--- src/rtl/if_id_pipe_if.sv ---
`default_nettype none
// ============================================================================
// Module   : if_id_pipe_if
// Purpose  : Fetch/decode handshake bundle for the IF/ID pipeline register.
// Revision : 1.0 - initial release
// ============================================================================
interface if_id_pipe_if #(
    parameter int ADDR_W = 32,
    parameter int DATA_W = 32
);
    logic              i_valid;
    logic              o_ready;
    logic [ADDR_W-1:0] i_pc_addr;
    logic [DATA_W-1:0] i_inst_data;
    logic              i_stall;
    logic              i_flush;
    logic              i_ready;
    logic              o_valid;
    logic [ADDR_W-1:0] o_pc_addr;
    logic [DATA_W-1:0] o_inst_data;
    logic [1:0]        o_count;

    // master = fetch/decode environment, slave = the pipeline register
    modport master (
        output i_valid, i_pc_addr, i_inst_data, i_stall, i_flush, i_ready,
        input  o_ready, o_valid, o_pc_addr, o_inst_data, o_count
    );

    modport slave (
        input  i_valid, i_pc_addr, i_inst_data, i_stall, i_flush, i_ready,
        output o_ready, o_valid, o_pc_addr, o_inst_data, o_count
    );
endinterface
`default_nettype wire

--- src/rtl/if_id_pipe.sv ---
`default_nettype none
// ============================================================================
// Module   : if_id_pipe
// Purpose  : IF/ID pipeline register with valid/ready, stall, flush and an
//            optional one-entry skid buffer that registers the upstream ready.
// Revision : 1.0 - initial release
// ============================================================================
module if_id_pipe #(
    parameter int              ADDR_W   = 32,
    parameter int              DATA_W   = 32,
    parameter logic [DATA_W-1:0] NOP_INST = 32'h00000013,
    parameter bit              SKID_EN  = 1'b1
) (
    input logic         i_Clk,
    input logic         i_reset,
    if_id_pipe_if.slave io
);
    logic              r_main_valid;
    logic [ADDR_W-1:0] r_main_pc;
    logic [DATA_W-1:0] r_main_inst;

    logic              w_skid_valid;
    logic [ADDR_W-1:0] w_skid_pc;
    logic [DATA_W-1:0] w_skid_inst;

    logic              w_main_valid_nxt;
    logic [ADDR_W-1:0] w_main_pc_nxt;
    logic [DATA_W-1:0] w_main_inst_nxt;
    logic              w_skid_valid_nxt;
    logic [ADDR_W-1:0] w_skid_pc_nxt;
    logic [DATA_W-1:0] w_skid_inst_nxt;

    logic w_ready;
    logic w_out_ready;
    logic w_out_fire;
    logic w_in_fire;
    logic w_main_load;

    assign w_out_ready = io.i_ready & ~io.i_stall;
    assign w_out_fire  = r_main_valid & w_out_ready;
    assign w_in_fire   = io.i_valid & w_ready;
    assign w_main_load = ~r_main_valid | w_out_fire;

    always_comb begin
        w_main_valid_nxt = r_main_valid;
        w_main_pc_nxt    = r_main_pc;
        w_main_inst_nxt  = r_main_inst;
        w_skid_valid_nxt = w_skid_valid;
        w_skid_pc_nxt    = w_skid_pc;
        w_skid_inst_nxt  = w_skid_inst;

        // The skid entry is always older than the input, so it refills main first.
        if (w_main_load) begin
            if (w_skid_valid) begin
                w_main_valid_nxt = 1'b1;
                w_main_pc_nxt    = w_skid_pc;
                w_main_inst_nxt  = w_skid_inst;
                w_skid_valid_nxt = 1'b0;
            end else if (w_in_fire) begin
                w_main_valid_nxt = 1'b1;
                w_main_pc_nxt    = io.i_pc_addr;
                w_main_inst_nxt  = io.i_inst_data;
            end else begin
                w_main_valid_nxt = 1'b0;
            end
        end

        if (w_in_fire && !(w_main_load && !w_skid_valid)) begin
            w_skid_valid_nxt = 1'b1;
            w_skid_pc_nxt    = io.i_pc_addr;
            w_skid_inst_nxt  = io.i_inst_data;
        end

        if (io.i_flush) begin
            w_main_valid_nxt = 1'b0;
            w_skid_valid_nxt = 1'b0;
        end
    end

    always_ff @(posedge i_Clk or posedge i_reset) begin
        if (i_reset) begin
            r_main_valid <= 1'b0;
            r_main_pc    <= '0;
            r_main_inst  <= NOP_INST;
        end else begin
            r_main_valid <= w_main_valid_nxt;
            r_main_pc    <= w_main_pc_nxt;
            r_main_inst  <= w_main_inst_nxt;
        end
    end

    generate
        if (SKID_EN) begin : g_skid
            logic              r_skid_valid;
            logic [ADDR_W-1:0] r_skid_pc;
            logic [DATA_W-1:0] r_skid_inst;
            logic              r_ready;

            always_ff @(posedge i_Clk or posedge i_reset) begin
                if (i_reset) begin
                    r_skid_valid <= 1'b0;
                    r_skid_pc    <= '0;
                    r_skid_inst  <= '0;
                    r_ready      <= 1'b1;
                end else begin
                    r_skid_valid <= w_skid_valid_nxt;
                    r_skid_pc    <= w_skid_pc_nxt;
                    r_skid_inst  <= w_skid_inst_nxt;
                    r_ready      <= ~w_skid_valid_nxt;
                end
            end

            assign w_skid_valid = r_skid_valid;
            assign w_skid_pc    = r_skid_pc;
            assign w_skid_inst  = r_skid_inst;
            assign w_ready      = r_ready;
        end else begin : g_no_skid
            assign w_skid_valid = 1'b0;
            assign w_skid_pc    = '0;
            assign w_skid_inst  = '0;
            assign w_ready      = ~r_main_valid | w_out_ready;
        end
    endgenerate

    // Invalid output never exposes stale payload.
    assign io.o_valid     = r_main_valid;
    assign io.o_pc_addr   = r_main_valid ? r_main_pc : '0;
    assign io.o_inst_data = r_main_valid ? r_main_inst : NOP_INST;
    assign io.o_ready     = w_ready;
    assign io.o_count     = {1'b0, r_main_valid} + {1'b0, w_skid_valid};
endmodule
`default_nettype wire

--- src/flat_wrapper.sv ---
// flat-port wrapper written by rule: the top's interface ports become plain ports
module if_id_pipe_flat 
#(
    parameter int              ADDR_W   = 32,
    parameter int              DATA_W   = 32,
    parameter logic [DATA_W-1:0] NOP_INST = 32'h00000013,
    parameter bit              SKID_EN  = 1'b1
)
  (i_Clk, i_reset, io_i_valid, io_i_pc_addr, io_i_inst_data, io_i_stall, io_i_flush, io_i_ready, io_o_ready, io_o_valid, io_o_pc_addr, io_o_inst_data, io_o_count);
  if_id_pipe_if #(.ADDR_W(ADDR_W), .DATA_W(DATA_W)) io_i ();
  input logic i_Clk;
  input logic i_reset;
  input wire logic [$bits(io_i.i_valid)-1:0] io_i_valid;
  input wire logic [$bits(io_i.i_pc_addr)-1:0] io_i_pc_addr;
  input wire logic [$bits(io_i.i_inst_data)-1:0] io_i_inst_data;
  input wire logic [$bits(io_i.i_stall)-1:0] io_i_stall;
  input wire logic [$bits(io_i.i_flush)-1:0] io_i_flush;
  input wire logic [$bits(io_i.i_ready)-1:0] io_i_ready;
  output wire logic [$bits(io_i.o_ready)-1:0] io_o_ready;
  output wire logic [$bits(io_i.o_valid)-1:0] io_o_valid;
  output wire logic [$bits(io_i.o_pc_addr)-1:0] io_o_pc_addr;
  output wire logic [$bits(io_i.o_inst_data)-1:0] io_o_inst_data;
  output wire logic [$bits(io_i.o_count)-1:0] io_o_count;
  assign io_i.i_valid = io_i_valid;
  assign io_i.i_pc_addr = io_i_pc_addr;
  assign io_i.i_inst_data = io_i_inst_data;
  assign io_i.i_stall = io_i_stall;
  assign io_i.i_flush = io_i_flush;
  assign io_i.i_ready = io_i_ready;
  assign io_o_ready = io_i.o_ready;
  assign io_o_valid = io_i.o_valid;
  assign io_o_pc_addr = io_i.o_pc_addr;
  assign io_o_inst_data = io_i.o_inst_data;
  assign io_o_count = io_i.o_count;
  if_id_pipe #(.ADDR_W(ADDR_W), .DATA_W(DATA_W), .NOP_INST(NOP_INST), .SKID_EN(SKID_EN)) u_core (.i_Clk(i_Clk), .i_reset(i_reset), .io(io_i));
endmodule
--- config.mk ---
export PLATFORM = sky130hd
export DESIGN_NAME = if_id_pipe_flat
export DESIGN_NICKNAME = d
export VERILOG_FILES = /design/src/rtl/if_id_pipe_if.sv /design/src/rtl/if_id_pipe.sv /design/src/flat_wrapper.sv
export SDC_FILE = /design/constraint.sdc
export NUM_CORES = 1
export LEC_CHECK = 0
export BUFFER_PORTS_ARGS = -buffer_cell sky130_fd_sc_hd__buf_4
export CAP_MARGIN = 20
export CORE_UTILIZATION = 45
export DETAILED_ROUTE_END_ITERATION = 16
export GPL_TIMING_DRIVEN = 1
export PLACE_DENSITY = 0.79
export SYNTH_ARGS = -nofsm -noshare
export SYNTH_HDL_FRONTEND = slang
export SYNTH_SLANG_ARGS = --single-unit
--- constraint.sdc ---
create_clock -name i_Clk -period 7.9 [get_ports i_Clk]
set_input_delay 2.37 -clock i_Clk [delete_from_list [all_inputs] [get_ports i_Clk]]
set_output_delay 2.37 -clock i_Clk [all_outputs]
set_load 0.005 [all_outputs]
==> results.md, run 1 <==
* Worst setup SP type: register
* RSZ-0062 raised after global routing: false
* Crit-path max cell delay at 1070 ps
* Synth area leaders: dfrtp_1, mux2_2, mux2_4, and2_1, buf_12
* Vias in the first global route at 4205
* Vias per cell at 5.14
* DP HPWL at 8050 microns
* Residual DRC at 0
* Finished Layout Cells at 753
* Status: finished clean
* Sequential area share after synthesis at 0.514
* Chip Height at 121 microns
* Setup bufs post-CTS at 0
* Hold Vio Cnt, Final at 0
* Static leakage at 3.70 nW
* Syn nets at 499
* Worst clock skew at 6.11 ps
* Synth Area in Compound Gates at 0.00803
* Port buffer count at 137
* Initial antenna violation count at 0
* # resized after CTS at 0
* Peak supply drop at 0.142 mV
* Clock sink count at 131
* Reg2Reg Setup Slack at 4770 ps
* Clk Latency, worst-skew pair at 410 ps
* Core ar. at 0.0139 sq mm
* Total CTS buffers at 17
* Yosys Warn Count at 0
* Ys flop type: dfrtp_1
* Post-synthesis adder-cell area fraction at 0.00196
* Post-synth EDFFs at 0
* I/O pin count at 138
* Slowest-stage cell, CP: dfrtp_4
* HP Start: u_core.r_main_inst[18]
* Mapped cell area at 0.00639 sq mm
* WL final at 13100 microns
* WS Path Type: register to output port
* Reg2Reg Depth at 4
* Antenna viol nets, final at 0
* Register Area at 0.00329 sq mm
* ANT cells at 0
* Starting Density at 0.460
* Fin crit period at 4390 ps
* Cell chain of the critical path: ha_1 -> buf_4
* Clk pin slew, worst setup/hold paths at 50 ps
* Slew HR at 0.345
* Hold buffers post-CTS at 0
* Count of state elements after synthesis at 131
* Slew Limit Fails at 0
* Largest net degree at the start of global routing at 79
* Gp weighted congestion at 0.672
* Crit. End Element: output port
* Final period util at 0.556
* Distinct cells, synth at 21
* Max cap viols at 0
* Htree depth at 4
* RR Endpoint: u_core.r_main_pc[23]
* TritonCTS clock tree: yes
* Tot Pwr at 2.22 mW
* First-pass GRT wire length at 21400 microns
* FFs w/ async S/R, synth at 1.00
* Worst Hold Depth at 1
* Synth top cells by count: mux2_2, dfrtp_1, and2_1
* Area Growth Syn to Fin at 27.1%
* Setup violations, final at 0
* Hold Path Sink: u_core.r_main_inst[18]
* Area occupied by multi-input gates at 0.00289 sq mm
* Chip width at 121 microns
* Power density over the cells at 273 mW/mm^2
* Avg Synthesized Cell Area at 14.9 sq um
* Min Hold Slack at 499 ps
* Gr usage total at 0.190
* Average routed wire per standard cell at 17.4 microns
* Worst-Margin Slew at 983 ps
* Critical Path RT at 5530 ps
* FF-to-FF Start: u_core.g_skid.r_skid_valid
* Post-synthesis cell count at 428
* Area share of the largest cell type after synthesis at 0.498
* Clock Tree Buf Depth at 2
* Main combinational cell family by area after synthesis: multiplexers
* Simple-Gate Fraction of Synth Area at 0.0664
* Synth Area in XOR/XNOR at 0
* Fill count at 1078
* FMAX at 0.228 GHz
* 1st-iter DRT viols at 185
* Final net count at 631
* Worst hold path type: register to register
* Multiplexer share of the synthesized area at 0.374
* Placed cell count at 720
* Share of cells above drive strength 1 at 0.649
* TNS Setup at 0 ps
* Critical Path Fanout Max at 70
* Cell taking the most area after synthesis: dfrtp_1
* Cell with the most instances after synthesis: mux2_2
* Arr. time, crit path at 2020 ps
* Grt ovf at 0
* TritonRoute pass-1 iters at 4
* Routed via count at 3870
* # rows at 43
* Die Area at 0.0147 sq mm
* CTS root buf: clkbuf_16
==> power breakdown <==
part	internal (mW)	total [mW]	switching, mW
Combinational	0.315	0.458	0.143
Clock	0.528	0.809	0.281
Sequential	0.851	0.952	0.101
==> kinds of logic (layout without fill, tap and decap cells) <==
group,count (synthesis),in the layout
AO/OA/AOI/OAI,7,7
adder cells (fa/ha/maj),1,1
buffers and inverters,29,174
flip-flops,131,131
multiplexers,192,192
AND/OR/NAND/NOR,68,68
==> area by class of cell <==
type / instances / area share
Sequential cell: 131 / 0.405
Multi-Input combinational cell: 268 / 0.356
Tap cell: 180 / 0.0277
Timing Repair Buffer: 141 / 0.134
Clock inverter: 9 / 0.0156
Inverter: 1 / 0.000771
Clock buffer: 23 / 0.0601
==> how the worst max path moves through the flow <==
stage                                           from                      endpoint  slack, ps  cells past startpoint
after floorplan                              i_reset  u_core.g_skid.r_skid_inst[0]       2040                      1
after global placement                    io_i_stall         u_core.r_main_inst[7]       3410                      5
after detailed placement                  io_i_stall          u_core.r_main_pc[23]       3370                      5
after CTS                          u_core.io.o_valid                 io_o_count[0]       3440                      2
after global routing      u_core.g_skid.r_skid_valid                 io_o_count[0]       3410                      2
final                     u_core.g_skid.r_skid_valid                 io_o_count[0]       3510                      2
==> per-stage QoR <==
| step | cell area [sq um] | utilization | worst slack [ps] |
|---|---|---|---|
| 2_1_floorplan | 6390 | - | 2040 |
| 3_3_place_gp | 7450 | 0.537 | 3410 |
| 3_5_place_dp | 7480 | 0.539 | 3370 |
| 4_1_cts | 8100 | 0.583 | 3440 |
| 5_1_grt | 8120 | 0.585 | 3410 |
| 6_report | 8120 | 0.585 | 3510 |
==> cell usage in the layout (no fill, tap or decap), drive strengths merged, types with 3 or more instances in the layout <==
master	n
bufinv	3
a21oi	4
clkinv	5
clkbuf	23
and2	61
mux2	192
nand2b	4
dfstp	4
dfrtp	127
buf	141
==> registers in the layout, summed over array words and instances (netlist names) <==
register	flops
u_core.io.o_ready	1
u_core.io.o_valid	1
u_core.r_main_inst	32
u_core.r_main_pc	32
u_core.g_skid.r_skid_inst	32
u_core.g_skid.r_skid_pc	32
u_core.g_skid.r_skid_valid	1
==> metal layers <==
layer | GRT usage | part of all wire | up-vias
met1 | 0.237 | 0.44 | 1994
met4 | 0.0610 | 0.011 | 0
met5 | 0 | 0 | -
met2 | 0.306 | 0.49 | 106
met3 | 0.0695 | 0.064 | 12
li1 | - | - | 1758
==> critical path: cells and delay by family, from the launching register on <==
kind,cells,cell delay (ps)
adders and majority gates,1,380
buffers and inverters,1,130
DFF,1,1070
Note: power is estimated with default switching activity, not from simulation.
==> run 2, diff against run 1 <==
--- a/config.mk
+++ b/config.mk
@@ -10,7 +10,7 @@
 export CORE_UTILIZATION = 45
 export DETAILED_ROUTE_END_ITERATION = 16
 export GPL_TIMING_DRIVEN = 1
-export PLACE_DENSITY = 0.79
+export PLACE_DENSITY = 0.82
 export SYNTH_ARGS = -nofsm -noshare
 export SYNTH_HDL_FRONTEND = slang
 export SYNTH_SLANG_ARGS = --single-unit
==> constraint.sdc (replaced) <==
create_clock -name i_Clk -period 3.78 [get_ports i_Clk]
set_input_delay 1.134 -clock i_Clk [delete_from_list [all_inputs] [get_ports i_Clk]]
set_output_delay 1.134 -clock i_Clk [all_outputs]
set_load 0.005 [all_outputs]
==> results.md, run 2 (synthesis gave the netlist of run 1 again) <==
* Slew HR at 0.445
* Critical Path Fanout Max at 53
* Setup violations, final at 0
* Share of cells above drive strength 1 at 0.656
* Chip Height at 121 microns
* 1st-iter DRT viols at 120
* Arr. time, crit path at 1610 ps
* Antenna viol nets, final at 0
* Pre-CTS WS at 943 ps
* Residual DRC at 0
* Fin crit period at 2740 ps
* RSZ-0062 raised after global routing: false
* # resized after CTS at 0
* Slew Limit Fails at 0
* Hold buffers post-CTS at 0
* Setup bufs post-CTS at 0
* Initial antenna violation count at 0
* Power density over the cells at 572 mW/mm^2
* Reg2Reg Depth at 4
* Core ar. at 0.0139 sq mm
* Chip width at 121 microns
* Hold Vio Cnt, Final at 0
* Starting Density at 0.460
* Port buffer count at 137
* Min Hold Slack at 499 ps
* Max cap viols at 0
* FMAX at 0.365 GHz
* WL final at 13500 microns
* Worst-Margin Slew at 830 ps
* Routed via count at 3794
* Gp weighted congestion at 0.725
* Htree depth at 4
* Final period util at 0.725
* Clock Tree Buf Depth at 2
* First-pass GRT wire length at 21500 microns
* Leading cell types in the layout, fill and taps excluded: buf_4, mux2_2, dfrtp_1
* DP HPWL at 8650 microns
* Worst Hold Depth at 1
* CTS root buf: clkbuf_16
* WS Path Type: register to output port
* Reg2Reg Setup Slack at 1500 ps
* Area Growth Syn to Fin at 28.1%
* Grt ovf at 0
* Critical Path RT at 2650 ps
* Commonest non-fill, non-tap cell in the layout: buf_4
* Clock sink count at 131
* Peak supply drop at 0.405 mV
* Crit. End Element: output port
* Vias per cell at 5.00
* RR Endpoint: u_core.g_skid.r_skid_inst[23]
* ANT cells at 0
* Worst setup SP type: register
* Setup WS post-layout at 1040 ps
* Vias in the first global route at 4214
* Die Area at 0.0147 sq mm
* I/O pin count at 138
* Hold Path Sink: u_core.r_main_inst[26]
* TritonCTS clock tree: yes
* Worst clock skew at 6.13 ps
* Largest net degree at the start of global routing at 72
* Worst hold path type: register to register
* Final net count at 637
* Core Util, Final at 0.589
* Average routed wire per standard cell at 17.7 microns
* TNS Setup at 0 ps
* Fill count at 1095
* TritonRoute pass-1 iters at 6
* HP Start: u_core.r_main_inst[26]
* # rows at 43
* FF-to-FF Start: u_core.g_skid.r_skid_valid
* Total CTS buffers at 17
* Clk pin slew, worst setup/hold paths at 60 ps
* Static leakage at 3.72 nW
* Clk Latency, worst-skew pair at 420 ps
* Status: finished clean
* Gr usage total at 0.195
[run 2: cell count changes in the layout (fill, tap and decap cells not counted), sizes merged]
cell and delta:
clkinv -2, inv +3, buf +6, clkbuf -5, clkinvlp +4
[run 2: final cells by class]
| class | instances | area (sq um) | share of cell area |
|---|---|---|---|
| clock buffer | 18 | 439 | 0.0537 |
| clock inverter | 14 | 178 | 0.0217 |
| inverter | 1 | 7.51 | 0.000918 |
| multi-input combinational | 268 | 2890 | 0.353 |
| sequential | 131 | 3290 | 0.402 |
| tap | 180 | 225 | 0.0275 |
| timing repair buffer | 147 | 1150 | 0.141 |
[run 2: where the power goes]
| part | internal, mW | switching (mW) |
|---|---|---|
| Combinational | 0.665 | 0.313 |
| Clock | 1.06 | 0.656 |
| Sequential | 1.78 | 0.202 |
| Total | 3.51 | 1.17 |
[run 2: per-stage QoR]
stage,total power [mW],instances,instance area (sq um)
final,4.68,759,8180
after global routing,4.90,759,8180
after CTS,4.73,758,8160
after detailed placement,2.98,726,7540
after global placement,2.91,726,7540
after floorplan,2.63,428,6390
[run 2: how the worst max path moves through the flow]
stage | start | depth (start not counted) | end | slack (ps)
global placement | io_i_stall | 5 | u_core.r_main_pc[11] | 980
global route | u_core.io.o_valid | 3 | io_o_pc_addr[12] | 950
finish | u_core.io.o_valid | 3 | io_o_pc_addr[5] | 1040
detailed placement | io_i_stall | 5 | u_core.r_main_pc[0] | 940
CTS | u_core.io.o_valid | 2 | io_o_count[0] | 520
floorplan | i_reset | 1 | u_core.g_skid.r_skid_inst[0] | 1030
[run 2: per-layer routing]
metal  wire (microns)  part of all wire  global-route usage
met4              200             0.015              0.0748
met1             5850              0.43               0.238
met5                0                 0                   0
met2             6590              0.49               0.314
met3              831             0.062              0.0681
[run 2: worst max-delay path, cell delays in order (launching register included)]
cell and delay [ps]:
dfrtp_2 590, buf_12 270, and2_1 190, buf_4 120
==> run 3, diff against run 2 <==
--- a/config.mk
+++ b/config.mk
@@ -10,7 +10,7 @@
 export CORE_UTILIZATION = 45
 export DETAILED_ROUTE_END_ITERATION = 16
 export GPL_TIMING_DRIVEN = 1
-export PLACE_DENSITY = 0.82
+export PLACE_DENSITY = 0.79
 export SYNTH_ARGS = -nofsm -noshare
 export SYNTH_HDL_FRONTEND = slang
 export SYNTH_SLANG_ARGS = --single-unit
==> constraint.sdc (replaced) <==
create_clock -name i_Clk -period 2.6 [get_ports i_Clk]
set_input_delay 0.78 -clock i_Clk [delete_from_list [all_inputs] [get_ports i_Clk]]
set_output_delay 0.78 -clock i_Clk [all_outputs]
set_load 0.005 [all_outputs]
==> results.md, run 3 (synthesis gave the netlist of run 1 again) <==
* Arr. time, crit path at 1580 ps
* Share of cells above drive strength 1 at 0.647
* TritonRoute pass-1 iters at 4
* Vias in the first global route at 4170
* Slew Limit Fails at 0
* TNS Setup at 0 ps
* Worst-Margin Slew at 648 ps
* Die Area at 0.0147 sq mm
* Total CTS buffers at 17
* ANT cells at 0
* Port buffer count at 137
* Clk Latency, worst-skew pair at 410 ps
* Crit. End Element: output port
* Area Growth Syn to Fin at 27.4%
* Hold Vio Cnt, Final at 0
* Pre-CTS WS at 259 ps
* Gr usage total at 0.192
* Average routed wire per standard cell at 17.0 microns
* I/O pin count at 138
* Hold buffers post-CTS at 0
* M1 GR Usage at 0.246
* WS Path Type: register to output port
* Clock sink count at 131
* FMAX at 0.423 GHz
* Clk pin slew, worst setup/hold paths at 60 ps
* Initial antenna violation count at 0
* Critical Path Fanout Max at 33
* Final net count at 638
* Htree depth at 4
* Setup bufs post-CTS at 0
* Chip Height at 121 microns
* Worst clock skew at 5.67 ps
* Status: finished clean
* 1st-iter DRT viols at 141
* CTS root buf: clkbuf_16
* First-pass GRT wire length at 21300 microns
* Global routing's busiest layer: met2
* Worst setup SP type: register
* Residual DRC at 0
* Leading cell types in the layout, fill and taps excluded: buf_4, mux2_2, dfrtp_1
* Power density over the cells at 814 mW/mm^2
* TritonCTS clock tree: yes
* Commonest non-fill, non-tap cell in the layout: buf_4
* Critical Path RT at 1820 ps
* RSZ-0062 raised after global routing: false
* Static leakage at 3.72 nW
* Slew HR at 0.568
* Worst hold path type: input pin to asynchronous set/reset pin
* Starting Density at 0.460
* Reg2Reg Setup Slack at 600 ps
* Grt ovf at 0
* # resized after CTS at 0
* Core ar. at 0.0139 sq mm
* # rows at 43
* Routed via count at 3815
* Met3 Use GR at 0.0583
* Setup WS post-layout at 238 ps
* DP HPWL at 8510 microns
* Setup violations, final at 0
* Largest net degree at the start of global routing at 46
* Peak supply drop at 0.531 mV
* Antenna viol nets, final at 0
* Vias per cell at 5.02
* Gp weighted congestion at 0.732
* Chip width at 121 microns
* GRT met2 Usage at 0.305
* WL final at 12900 microns
* Fin crit period at 2360 ps
* Max cap viols at 0
* Final period util at 0.908
* Clock Tree Buf Depth at 2
[run 3: worst paths after layout]
check                                           from                            end  depth (start not counted)
worst max-delay path               u_core.io.o_valid             io_o_inst_data[26]                          3
worst min-delay path                         i_reset          u_core.r_main_inst[6]                          2
worst max register to register     u_core.io.o_valid  u_core.g_skid.r_skid_inst[11]                          3
worst min register to register  u_core.r_main_pc[23]           u_core.r_main_pc[23]                          1
max in group asynchronous                    i_reset              u_core.io.o_valid                          3
min in group i_Clk              u_core.r_main_pc[23]           u_core.r_main_pc[23]                          1
[run 3: where the power goes]
group	internal [mW]	switching, mW	leakage [nW]	total (mW)
Clock	1.51	0.825	0.285	2.33
Sequential	2.59	0.290	1.54	2.88
Combinational	0.968	0.446	1.90	1.41
[run 3: through the flow]
stage / area, sq um / cells / hold WS [ps] / total power [mW] / util
2_1_floorplan: 6390 / 428 / 472 / 3.83 / -
3_3_place_gp: 7560 / 728 / 482 / 4.24 / 0.545
3_5_place_dp: 7560 / 728 / 488 / 4.33 / 0.545
4_1_cts: 8140 / 760 / 268 / 6.70 / 0.586
5_1_grt: 8140 / 760 / 277 / 6.97 / 0.586
6_report: 8140 / 760 / 282 / 6.62 / 0.586
[run 3: cell type report]
cell class | count | area, sq um
clock buffers | 27 | 503
clock inverters | 5 | 75.1
fillers | 1114 | 5740
inverters | 1 | 7.51
multi-input cells | 268 | 2890
flip-flops and latches | 131 | 3290
well taps | 180 | 225
repair buffers | 148 | 1150
[run 3: critical path: stages, from the launching register on]
cell and delay [ps]:
dfrtp_4 660, buf_4 250, and2_1 150, buf_4 110
[run 3: per-layer routing]
metal / up-vias / part of all wire
met2: 93 / 0.49
met4: 0 / 0.015
li1: 1774 / -
met5: - / 0
met1: 1932 / 0.44
met3: 16 / 0.056
